[src/rtl/seq_divider.sv]
// seq_divider: restoring unsigned divider, one quotient bit per clock; define SEQ_DIV_DZ_EN for dz port and early divide-by-zero exit
module seq_divider #(
  parameter int width = 8
) (
  input  logic             clk,
  input  logic             reset,
  input  logic             start,
  input  logic [width-1:0] a,
  input  logic [width-1:0] b,
  output logic             busy,
  output logic             done,
  output logic [width-1:0] q,
  output logic [width-1:0] r
`ifdef SEQ_DIV_DZ_EN
  ,
  output logic             dz
`endif
);
  localparam int cw = $clog2(width + 1);
  typedef enum logic [1:0] {IDLE, RUN, DONE} state_t;
  state_t state, nxt;
  logic [width-1:0] dvd, dvs;
  logic [width:0] rem, rem_n;
  logic [width+1:0] sh, tr;
  logic [cw-1:0] cnt;
  logic ge, skip, last;
`ifdef SEQ_DIV_DZ_EN
  assign skip = b == '0;
`else
  assign skip = 1'b0;
`endif
  assign last = cnt == cw'(1);
  // state register
  always_ff @(posedge clk or posedge reset)
    if (reset) state <= IDLE;
    else state <= nxt;
  // next state: accept from IDLE, count down in RUN, DONE lasts one cycle
  always_comb begin
    nxt = state == IDLE ? (start ? (skip ? DONE : RUN) : IDLE)
        : state == RUN  ? (last ? DONE : RUN)
        : IDLE;
  end
  // one restoring step: shift in the next dividend bit and trial-subtract the divisor
  always_comb begin
    sh = {rem, dvd[width-1]};
    tr = sh - {2'b00, dvs};
    ge = sh >= {2'b00, dvs};
    rem_n = (width+1)'(ge ? tr : sh);
  end
  // datapath and registered handshake outputs
  always_ff @(posedge clk or posedge reset)
    if (reset) begin
      busy <= 1'b0;
      done <= 1'b0;
      q <= '0;
      r <= '0;
      dvd <= '0;
      dvs <= '0;
      rem <= '0;
      cnt <= '0;
`ifdef SEQ_DIV_DZ_EN
      dz <= 1'b0;
`endif
    end else begin
      busy <= nxt != IDLE;
      done <= nxt == DONE;
      if (state == IDLE && start) begin
        dvd <= a;
        dvs <= b;
        rem <= '0;
        cnt <= cw'(width);
`ifdef SEQ_DIV_DZ_EN
        dz <= skip;
        if (skip) begin
          q <= '1;
          r <= a;
        end
`endif
      end else if (state == RUN) begin
        dvd <= {dvd[width-2:0], ge};
        rem <= rem_n;
        cnt <= cnt - cw'(1);
        if (last) begin
          q <= {dvd[width-2:0], ge};
          r <= rem_n[width-1:0];
        end
      end
    end
endmodule
[config.mk]
export PLATFORM = sky130hd
export DESIGN_NAME = seq_divider
export DESIGN_NICKNAME = d
export VERILOG_FILES = /design/src/rtl/seq_divider.sv
export SDC_FILE = /design/constraint.sdc
export NUM_CORES = 1
export LEC_CHECK = 0
export ABC_AREA = 1
export BUFFER_PORTS_ARGS = -buffer_cell sky130_fd_sc_hd__buf_2
export CAP_MARGIN = 0
export CORE_MARGIN = 3
export CORE_UTILIZATION = 45
export DETAILED_ROUTE_END_ITERATION = 12
export GPL_TIMING_DRIVEN = 0
export PLACE_DENSITY = 0.65
export SETUP_SLACK_MARGIN = 0.2
export SYNTH_ARGS = -nofsm -noshare
export SYNTH_HDL_FRONTEND = slang
export SYNTH_SLANG_ARGS = --single-unit
export TNS_END_PERCENT = 30
[constraint.sdc]
create_clock -name clk -period 2.3 [get_ports clk]
set_input_delay 0.46 -clock clk [delete_from_list [all_inputs] [get_ports clk]]
set_output_delay 0.46 -clock clk [all_outputs]
set_load 0.02 [all_outputs]
==> results.json <==
{
  "syn_inst": 319,
  "drt_iter0_markers": 76,
  "drt_pass1_iterations": 4,
  "final_number_of_hold_violating_endpoints": 0,
  "final_net_count": 397,
  "die_w_um": 81.8,
  "final_layout_size_suffix_gt1_share_pct": 22.0,
  "finalSetupViolations": 0,
  "vias_per_cell": 4.90,
  "totalWireLength_um": 5380,
  "clkSlewWorstSetupHoldPaths_ns": 0.09,
  "cts_num_sinks": 49,
  "number_of_global_route_vias_before_repair": 2110,
  "yosysTopAreaCell": "sky130_fd_sc_hd__dfrtp_1",
  "synth_seq_cells": 49,
  "worst-endpoint-arrival_ns": 2.20,
  "grt_start_max_net_pins": 28,
  "synth_top_cell_area_share_pct": 47.4,
  "max_freq_ghz": 0.500,
  "finClkSkew_ns": 0.00619,
  "synthesis.area_um2": 2590,
  "final_min_period_over_clock_period_pct": 87.0,
  "cts_tree": "built",
  "post-route-drc-count": 0,
  "cts.path.max_buffers": 2,
  "initial_antenna_violation_count": 0,
  "setup_repair_after_global_routing_missed_its_margin": "no",
  "yosys-top-cells-area": "sky130_fd_sc_hd__dfrtp_1 (47%), sky130_fd_sc_hd__nand2_1 (17%), sky130_fd_sc_hd__inv_1 (6.8%)",
  "maxSlewViolCount": 0,
  "io_pins": 37,
  "insertion_delay_ns": 0.31,
  "numPortBuffers": 36,
  "overflow": 0,
  "postRouteAntennaNets": 0,
  "crit_path_start_kind": "register",
  "path_class": "register to register",
  "dp_hpwl_um": 4000,
  "die_height_um": 81.8,
  "clk_root_buffer_cell": "sky130_fd_sc_hd__clkbuf_8",
  "core_area_um2": 5340,
  "postCtsHoldBufs": 0,
  "worstSetupEndpointType": "register",
  "grt_util_all_layers_pct": 17.9,
  "cap_viol_max_count": 0,
  "worst_hold_path_type": "input pin to async pin",
  "run_status": "completed",
  "worst-endpoint-required_ns": 2.50,
  "cts_inserted_buffers": 5,
  "gp_routability_congestion": 0.780,
  "postSynthAreaPerCell_um2": 8.11,
  "grt_first_pass_wirelength_um": 9360,
  "area_growth_pct": 17.0,
  "floorplan.initialDensity_pct": 48.5,
  "ys_warn_count": 0,
  "wl_per_cell_um": 12.3,
  "htreeDepth": 2,
  "num_vias": 2147,
  "setup-tns-final_ns": 0,
  "diodes": 0,
  "std_cell_rows": 26,
  "synth_fp_nets": 349,
  "sequential_element_share_of_the_synthesized_area_pct": 47.4,
  "worst_slew_pin_slew_ns": 0.529,
  "critical_path.max_fanout": 5,
  "slew_headroom_pct": 64.7,
  "die_area_um2": 6690,
  "post-route-min-period_ns": 2.00,
  "ys_types": 29
}
[worst paths after layout]
| check | startpoint | endpoint | slack (ns) | cells past startpoint |
|---|---|---|---|---|
| setup / recovery | dvd[7] | r[6] | 0.30 | 13 |
| hold reg to reg | q[2] | q[2] | 0.48 | 2 |
| hold / removal | reset | cnt[1] | 0.18 | 2 |
| setup reg to reg | dvd[7] | r[6] | 0.30 | 13 |
| max in group asynchronous | reset | dvs[1] | 1.60 | 3 |
| min in group clk | b[3] | dvs[3] | 0.36 | 3 |
[sequential cells by signal (all words and copies together) (netlist names)]
name and flops:
q 8, r 8, state 2, dvs 8, busy 1, dvd 8, rem 9, done 1
cnt 4
[kinds of logic after synthesis]
kind of cell / after synthesis / synth area share, %
buffers and inverters: 58 / 9.48
xor gates and xnor gates: 5 / 1.69
adders and majority gates: 11 / 5.61
AOI/OAI and AO/OA: 28 / 6.58
DFF: 49 / 47.4
and+or+nand+nor: 168 / 29.2
[metrics by stage]
step                      util [%]  worst slack [ns]  cells  instance area, um2  hold WS [ns]
after floorplan                  -             0.427    319                2590         0.446
after global placement        53.5           0.00806    425                2850         0.460
after detailed placement      53.9             0.140    426                2870         0.460
after CTS                     55.6             0.223    434                2970         0.192
after global routing          56.7             0.151    438                3030         0.211
final                         56.7             0.299    438                3030         0.178
[routing by layer]
layer / part of all wire (%) / global-route usage (%)
met2: 49 / 30.8
met1: 46 / 22.8
met4: 1.5 / 5.48
met5: 0 / 0
met3: 4.2 / 3.51
[worst max-delay path, cell delays in order (launching register included)]
cell                      delay, ns
sky130_fd_sc_hd__dfrtp_1       0.41
sky130_fd_sc_hd__inv_2         0.07
sky130_fd_sc_hd__ha_2          0.17
sky130_fd_sc_hd__inv_2         0.05
sky130_fd_sc_hd__fa_2          0.40
sky130_fd_sc_hd__nand2_2       0.10
sky130_fd_sc_hd__nand2_4       0.07
sky130_fd_sc_hd__nand3_2       0.11
sky130_fd_sc_hd__nand4_4       0.12
sky130_fd_sc_hd__buf_6         0.17
sky130_fd_sc_hd__nand2_2       0.06
sky130_fd_sc_hd__nand2_2       0.06
sky130_fd_sc_hd__nand2_1       0.05
sky130_fd_sc_hd__nand2_1       0.05
[area by class of cell]
class | instances | area (um2)
multi-input combinational | 212 | 1150
clock inverter | 2 | 13.8
fill | 516 | 2310
buffer | 10 | 65.1
clock buffer | 6 | 72.6
tap | 70 | 87.6
inverter | 48 | 180
timing repair buffer | 41 | 228
sequential | 49 | 1230
[repair_timing]
action | in CTS | in global routing
resized for setup | 1 | 11
pin swaps | 0 | 6
gates cloned | 0 | 1
setup buffers | 0 | 3
endpoints found under the setup margin | 16 | 17
[placed cells by master (no fill, tap or decap), drive strengths merged, types with 7 or more instances in the layout]
cell | synthesis | layout
buf | 4 | 45
clkbuf | 6 | 12
dfrtp | 49 | 49
ha | 10 | 10
inv | 48 | 49
nand2 | 130 | 130
nand3 | 12 | 12
nand4 | 10 | 10
nor2 | 13 | 13
o21ai | 18 | 18
o221ai | 7 | 7
[Yosys cell counts]
cell,n
sky130_fd_sc_hd__a21oi_1,1
sky130_fd_sc_hd__buf_2,2
sky130_fd_sc_hd__buf_6,2
sky130_fd_sc_hd__clkbuf_1,5
sky130_fd_sc_hd__clkbuf_8,1
sky130_fd_sc_hd__dfrtp_1,49
sky130_fd_sc_hd__fa_1,1
sky130_fd_sc_hd__ha_1,10
sky130_fd_sc_hd__inv_1,47
sky130_fd_sc_hd__inv_2,1
sky130_fd_sc_hd__nand2_1,118
sky130_fd_sc_hd__nand2_2,10
sky130_fd_sc_hd__nand2_4,2
sky130_fd_sc_hd__nand3_1,11
sky130_fd_sc_hd__nand3_2,1
sky130_fd_sc_hd__nand3b_1,2
sky130_fd_sc_hd__nand4_1,9
sky130_fd_sc_hd__nand4_2,1
sky130_fd_sc_hd__nor2_1,9
sky130_fd_sc_hd__nor2_2,3
sky130_fd_sc_hd__nor2_8,1
sky130_fd_sc_hd__nor4_1,1
sky130_fd_sc_hd__o21ai_0,17
sky130_fd_sc_hd__o21ai_1,1
sky130_fd_sc_hd__o221ai_1,7
sky130_fd_sc_hd__o22ai_1,1
sky130_fd_sc_hd__o31ai_1,1
sky130_fd_sc_hd__xnor2_1,4
sky130_fd_sc_hd__xor2_1,1
Power is left out: the tool's default activity adds up to more than one toggle a clock period on the data nets, which glitch-free logic cannot reach.
